--- config.mk ---
export PLATFORM = sky130hd
export DESIGN_NAME = hv_binarize_packer
export DESIGN_NICKNAME = d
export VERILOG_FILES = /design/src/rtl/hd_pkg.sv /design/src/rtl/hv_out_slot.sv /design/src/rtl/hv_binarize_packer.sv
export SDC_FILE = /design/constraint.sdc
export NUM_CORES = 1
export LEC_CHECK = 0
export ABC_CLOCK_PERIOD_IN_PS = 2700
export CAP_MARGIN = 20
export CORE_MARGIN = 5
export CORE_UTILIZATION = 30
export CTS_BUF_LIST = sky130_fd_sc_hd__clkbuf_8 sky130_fd_sc_hd__clkbuf_16
export CTS_CLUSTER_DIAMETER = 80
export DETAILED_ROUTE_END_ITERATION = 10
export PLACE_DENSITY_LB_ADDON = 0.15
export REMOVE_ABC_BUFFERS = 1
export SETUP_SLACK_MARGIN = 0.5
export SLEW_MARGIN = 20
export SYNTH_ARGS = -nofsm -noshare
export SYNTH_HDL_FRONTEND = slang
export SYNTH_SLANG_ARGS = --single-unit
--- constraint.sdc ---
create_clock -name clk -period 2.7 [get_ports clk]
set_input_delay 0.27 -clock clk [delete_from_list [all_inputs] [get_ports clk]]
set_output_delay 0.27 -clock clk [all_outputs]
set_load 0.1 [all_outputs]
--- src/rtl/hd_pkg.sv ---
// rtl/hd_pkg.sv - shared HD encoder widths, defaults and typedefs
//
// Shared by the adder tree, the binarize/packer and the similarity stage.
//   DIM_WIDTH_DEF  : width of a signed per-dimension sum
//   WORD_WIDTH_DEF : packed hypervector word width
//   NUM_DIMS_DEF   : dimensions per hypervector (multiple of WORD_WIDTH_DEF)
package hd_pkg;

    localparam int DIM_WIDTH_DEF  = 16;
    localparam int WORD_WIDTH_DEF = 32;
    localparam int NUM_DIMS_DEF   = 1024;

    typedef logic signed [DIM_WIDTH_DEF-1:0] dim_sum_t;
    typedef logic        [WORD_WIDTH_DEF-1:0] hv_word_t;

endpackage

--- src/rtl/hv_out_slot.sv ---
// rtl/hv_out_slot.sv - one-entry output register for packed hypervector words
//
// Ports:
//   clk, reset       : clock, asynchronous active-low reset
//   load_i           : capture load_word_i/load_last_i this cycle
//   load_word_i      : completed word to capture
//   load_last_i      : completed word holds the final dimension
//   out_ready_i      : downstream accepts the held word
//   out_word_o       : held word
//   out_valid_o      : held word is valid
//   out_last_o       : held word is the last of its hypervector
module hv_out_slot #(
    parameter int WORD_WIDTH = 32
) (
    input  logic                  clk,
    input  logic                  reset,
    input  logic                  load_i,
    input  logic [WORD_WIDTH-1:0] load_word_i,
    input  logic                  load_last_i,
    input  logic                  out_ready_i,
    output logic [WORD_WIDTH-1:0] out_word_o,
    output logic                  out_valid_o,
    output logic                  out_last_o
);

    logic [WORD_WIDTH-1:0] word_q, word_d;
    logic                  valid_q, valid_d;
    logic                  last_q, last_d;

    // A load always wins: when it coincides with a drain the new word
    // replaces the old one and valid stays high.
    always_comb begin
        word_d  = word_q;
        valid_d = valid_q;
        last_d  = last_q;
        if (load_i) begin
            word_d  = load_word_i;
            last_d  = load_last_i;
            valid_d = 1'b1;
        end else if (valid_q && out_ready_i) begin
            valid_d = 1'b0;
        end
    end

    always_ff @(posedge clk or negedge reset) begin
        if (!reset) begin
            word_q  <= '0;
            valid_q <= 1'b0;
            last_q  <= 1'b0;
        end else begin
            word_q  <= word_d;
            valid_q <= valid_d;
            last_q  <= last_d;
        end
    end

    assign out_word_o  = word_q;
    assign out_valid_o = valid_q;
    assign out_last_o  = last_q;

endmodule

--- src/rtl/hv_binarize_packer.sv ---
// rtl/hv_binarize_packer.sv - quantize dimension sums to bits and pack into words
//
// Optional feature macro: HVB_THRESH_EN (adds the threshold port; otherwise
// the quantizer is the sign bit, i.e. threshold fixed at 0).
//
// Ports:
//   clk, reset   : clock, asynchronous active-low reset
//   clear        : synchronous abort of the hypervector being packed
//   in_data      : signed dimension sum
//   in_valid     : in_data valid
//   in_ready     : block accepts in_data this cycle
//   threshold    : signed quantization threshold (HVB_THRESH_EN only)
//   out_word     : packed bits, first dimension in bit 0
//   out_valid    : out_word valid
//   out_ready    : downstream accepts out_word
//   out_last     : out_word holds dimension NUM_DIMS-1
module hv_binarize_packer
    import hd_pkg::*;
#(
    parameter int DIM_WIDTH  = DIM_WIDTH_DEF,
    parameter int WORD_WIDTH = WORD_WIDTH_DEF,
    parameter int NUM_DIMS   = NUM_DIMS_DEF
) (
    input  logic                  clk,
    input  logic                  reset,
    input  logic                  clear,
    input  logic [DIM_WIDTH-1:0]  in_data,
    input  logic                  in_valid,
    output logic                  in_ready,
`ifdef HVB_THRESH_EN
    input  logic [DIM_WIDTH-1:0]  threshold,
`endif
    output logic [WORD_WIDTH-1:0] out_word,
    output logic                  out_valid,
    input  logic                  out_ready,
    output logic                  out_last
);

    localparam int BW = $clog2(WORD_WIDTH);
    localparam int DW = $clog2(NUM_DIMS);
    localparam logic [BW-1:0] BIT_MAX = BW'(WORD_WIDTH - 1);
    localparam logic [DW-1:0] DIM_MAX = DW'(NUM_DIMS - 1);

    logic [WORD_WIDTH-1:0] acc_q, acc_d;
    logic [BW-1:0]         bit_cnt_q, bit_cnt_d;
    logic [DW-1:0]         dim_cnt_q, dim_cnt_d;

    logic                  q_bit;
    logic                  bit_last;
    logic                  dim_last;
    logic                  accept;
    logic                  load;
    logic [WORD_WIDTH-1:0] acc_ins;

`ifdef HVB_THRESH_EN
    assign q_bit = ($signed(in_data) >= $signed(threshold));
`else
    // x >= 0 for a signed value is simply a clear sign bit.
    assign q_bit = ~in_data[DIM_WIDTH-1];
`endif

    assign bit_last = (bit_cnt_q == BIT_MAX);
    assign dim_last = (dim_cnt_q == DIM_MAX);

    // Only the completing bit needs a free output slot; earlier bits of the
    // next word keep filling the accumulator while the output is stalled.
    assign in_ready = !clear && (!bit_last || !out_valid || out_ready);
    assign accept   = in_valid && in_ready;
    assign load     = accept && bit_last;

    always_comb begin
        acc_ins            = acc_q;
        acc_ins[bit_cnt_q] = q_bit;
    end

    always_comb begin
        acc_d     = acc_q;
        bit_cnt_d = bit_cnt_q;
        dim_cnt_d = dim_cnt_q;
        if (clear) begin
            acc_d     = '0;
            bit_cnt_d = '0;
            dim_cnt_d = '0;
        end else if (accept) begin
            if (bit_last) begin
                acc_d     = '0;
                bit_cnt_d = '0;
            end else begin
                acc_d     = acc_ins;
                bit_cnt_d = bit_cnt_q + 1'b1;
            end
            dim_cnt_d = dim_last ? '0 : dim_cnt_q + 1'b1;
        end
    end

    always_ff @(posedge clk or negedge reset) begin
        if (!reset) begin
            acc_q     <= '0;
            bit_cnt_q <= '0;
            dim_cnt_q <= '0;
        end else begin
            acc_q     <= acc_d;
            bit_cnt_q <= bit_cnt_d;
            dim_cnt_q <= dim_cnt_d;
        end
    end

    hv_out_slot #(
        .WORD_WIDTH (WORD_WIDTH)
    ) u_out_slot (
        .clk         (clk),
        .reset       (reset),
        .load_i      (load),
        .load_word_i (acc_ins),
        .load_last_i (dim_last),
        .out_ready_i (out_ready),
        .out_word_o  (out_word),
        .out_valid_o (out_valid),
        .out_last_o  (out_last)
    );

endmodule

==> metrics.json <==
{
  "routing": {
    "total_via_count_after_detailed_routing": 3189,
    "drt_pre_antenna_iters": 4,
    "drtAntennaViolNets": 0,
    "detail_route.vias_per_cell": 4.98,
    "wl_per_cell_um": 15.1,
    "detail_route.drc_violations": 0,
    "drt-initial-drc-count": 150,
    "postRouteWirelength_um": 9660
  },
  "critical_path": {
    "worst_path_dominant_cell_family": "simple AND/OR/NAND/NOR gates",
    "cp_slowest_stage_delay_ns": 0.41,
    "path_class": "reg2out",
    "critPathRequiredTime_ns": 2.43,
    "type_of_origin_of_the_critical_path": "flop",
    "cp_data_arrival_time_ns": 1.88,
    "crit_path_top_delay_cell": "dfrtp_2",
    "crit_buf_inv": 1,
    "worstPathMaxFanout": 6,
    "cell_breakdown_of_the_critical_path": "ha_1, and3_1, ha_4, and3b_2, nor2_4, buf_12",
    "cp-end-kind": "output port"
  },
  "sta": {
    "clock-skew-final_ns": 0.00903,
    "slew_hr": 0.504,
    "grt_setup_unrepaired": "true",
    "final.min_clock_period_ns": 2.15,
    "timing.hold.ws_ns": -0.0135,
    "setup_viol": 0,
    "finalMaxSlewViolations": 0,
    "finalHoldViolations": 24,
    "setup_total_negative_slack_ns": 0,
    "max_freq_mhz": 464,
    "finalCritPeriodShare": 0.798,
    "tightest_pin_transition_ns": 0.741,
    "worst_slack_ns": 0.546
  },
  "die": {
    "placementRows": 42,
    "core_sq_mm": 0.0133,
    "chipWidth_um": 127,
    "fp.dieH_um": 127,
    "die_area_sq_mm": 0.0162,
    "top_level_ports": 56,
    "start_util": 0.309
  },
  "placed_design": {
    "place.detailed.hpwl_um": 6180,
    "post-place-ws_ns": 0.414,
    "place_congestion": 0.718,
    "io_buffers": 40,
    "postPlaceCellArea_sq_mm": 0.00467
  },
  "global_route": {
    "grt.overflow.total": 0,
    "number_of_global_route_vias_before_repair": 3271,
    "grt_max_degree": 56,
    "grt_antenna_before_repair": 0,
    "groute.usage.overall": 0.125,
    "grt_first_pass_wirelength_um": 16400
  },
  "power_and_ir_drop": {
    "switching_share": 0.229,
    "seq_power_share": 0.457,
    "share_comb_of_total_power": 0.066,
    "p_leak_nw": 2.17,
    "clkPwrFrac": 0.477,
    "vdd_drop_max_v": 0.000343,
    "cellPowerDensity_mw_per_mm2": 531,
    "cell_internal_pwr_mw": 2.07,
    "p_switching_mw": 0.614
  },
  "logic_synthesis": {
    "synth_cell_types": 45,
    "gate_count_after_technology_mapping": 416,
    "synth-seq-cells": 81,
    "yosysSeqAreaShare": 0.491,
    "yosysTopAreaCell": "dfrtp_1",
    "postSynthAreaPerCell_sq_um": 9.92,
    "yosys-top-cells-area": "dfrtp_1 49%, mux2_2 8.7%, o21ai_0 4.6%",
    "synth_edf_count": 0,
    "synth_warnings": 0,
    "syn-cell-area_sq_mm": 0.00413,
    "yosys.area.top_type_share": 0.491,
    "ys.flop_type": "dfrtp_1",
    "synthArstFlopShare": 1.00
  },
  "finish": {
    "finish.net_count": 486,
    "post_route_cells_drive_above_1_share": 0.252,
    "mostFrequentLayoutCell": "dfrtp_1",
    "layout.cell_area.non_filler_sq_mm": 0.00505,
    "diodes": 0,
    "layout.cells.most_common_list": "80 x dfrtp_1, 54 x buf_4, 45 x nand2_1",
    "areaGrowthSynthToFinish_pct": 22.4
  },
  "clocking": {
    "tritoncts_num_sinks": 81,
    "clk_pin_slew_ns": 0.06,
    "htree_num_levels": 3,
    "tritoncts.num_buffers": 9,
    "clock_latency_of_the_later_clocked_register_in_the_worst_skew_pair_ns": 0.35,
    "clock_tree.buffer_depth": 2,
    "cts_tree": "built",
    "root_buffer": "clkbuf_16",
    "post_cts_hold_buffer_count": 0
  },
  "outcome": {
    "status": "finished with violations",
    "failed_checks": "negative hold slack"
  },
  "min_path": {
    "hold_class": "in2async"
  },
  "flow_run": {
    "max_cap_violations": 0
  }
}
[Yosys cell counts, types with 2 or more instances]
library cell	count
dfrtp_1	81
nand2_1	46
o21ai_0	38
a21oi_1	35
inv_1	34
mux2_2	32
o22ai_1	30
buf_2	16
nand4b_1	12
nand4bb_1	11
nor2_1	9
nand4_1	7
clkbuf_1	6
ha_1	6
nand3_1	6
o31ai_1	4
xnor2_1	4
a22o_1	3
buf_4	3
or4b_1	3
and2_1	2
and4_1	2
nand2b_1	2
nand3b_1	2
nor3_1	2
[power by group through the flow]
stage / Sequential (mW) / Combinational, mW / Clock (mW)
global route: 1.23 / 0.201 / 1.37
CTS: 1.23 / 0.176 / 1.33
finish: 1.23 / 0.177 / 1.28
floorplan: 1.25 / 0.0806 / 0
detailed placement: 1.25 / 0.168 / 0
global placement: 1.25 / 0.167 / 0
[worst paths after layout]
kind / start / endpoint / slack, ns / cells past startpoint
min in group clk: u_out_slot.out_last_o / u_out_slot.out_last_o / 0.49 / 2
setup reg to reg: bit_cnt_q[0] / u_out_slot.out_word_o[2] / 0.58 / 7
hold reg to reg: u_out_slot.out_last_o / u_out_slot.out_last_o / 0.49 / 2
hold / removal: reset / acc_q[30] / -0.01 / 1
max in group asynchronous: reset / u_out_slot.out_word_o[27] / 2.02 / 2
setup / recovery: bit_cnt_q[0] / in_ready / 0.55 / 6
[worst register-to-register path, cell delays in order (launching register included)]
cell	delay (ns)
dfrtp_2	0.41
buf_4	0.15
inv_1	0.11
ha_1	0.36
or4b_1	0.53
nand2_1	0.09
o21ai_0	0.08
mux2_2	0.26
[registers in the layout, summed over array words and instances, names as in the netlist]
signal                  flops
bit_cnt_q                   5
acc_q                      32
u_out_slot.out_word_o      32
u_out_slot.out_last_o       1
u_out_slot.out_valid_o      1
dim_cnt_q                  10
[through the flow]
step                       util  power, mW  instances
after floorplan               -       1.33        389
after global placement    0.350       1.42        622
after detailed placement  0.350       1.42        622
after CTS                 0.376       2.73        640
after global routing      0.379       2.80        640
final                     0.379       2.68        640
[layout make-up]
cell class / instances / area [sq um]
inverters: 34 / 128
fillers: 1349 / 8300
repair buffers: 59 / 465
well taps: 176 / 220
flip-flops and latches: 81 / 2030
multi-input cells: 274 / 1890
clock buffers: 12 / 267
clock inverters: 4 / 50.0
[metal layers]
layer,global-route usage,share of wire,vias to the layer above
met5,0,0,-
met4,0.0410,0.014,0
met3,0.0401,0.051,11
met2,0.193,0.45,54
met1,0.165,0.49,1532
li1,-,-,1592
[cells by family after synthesis]
logic type / count (synthesis) / synth area share
adder cells (fa/ha/maj): 6 / 0.0182
multiplexers: 32 / 0.0873
XOR/XNOR: 5 / 0.0106
buffers and inverters: 61 / 0.0634
flip-flops: 81 / 0.491
AND/OR/NAND/NOR: 115 / 0.170
AO/OA/AOI/OAI: 116 / 0.159
[what timing repair did]
item | in CTS | in global routing
hold endpoints to repair | 0 | 0
setup endpoints to repair | 36 | 16
pin swaps | 1 | 1
cloned | 0 | 0
gates resized for setup | 5 | 7
setup buffers | 2 | 0
No activity file was read; power rests on OpenSTA's default activity.
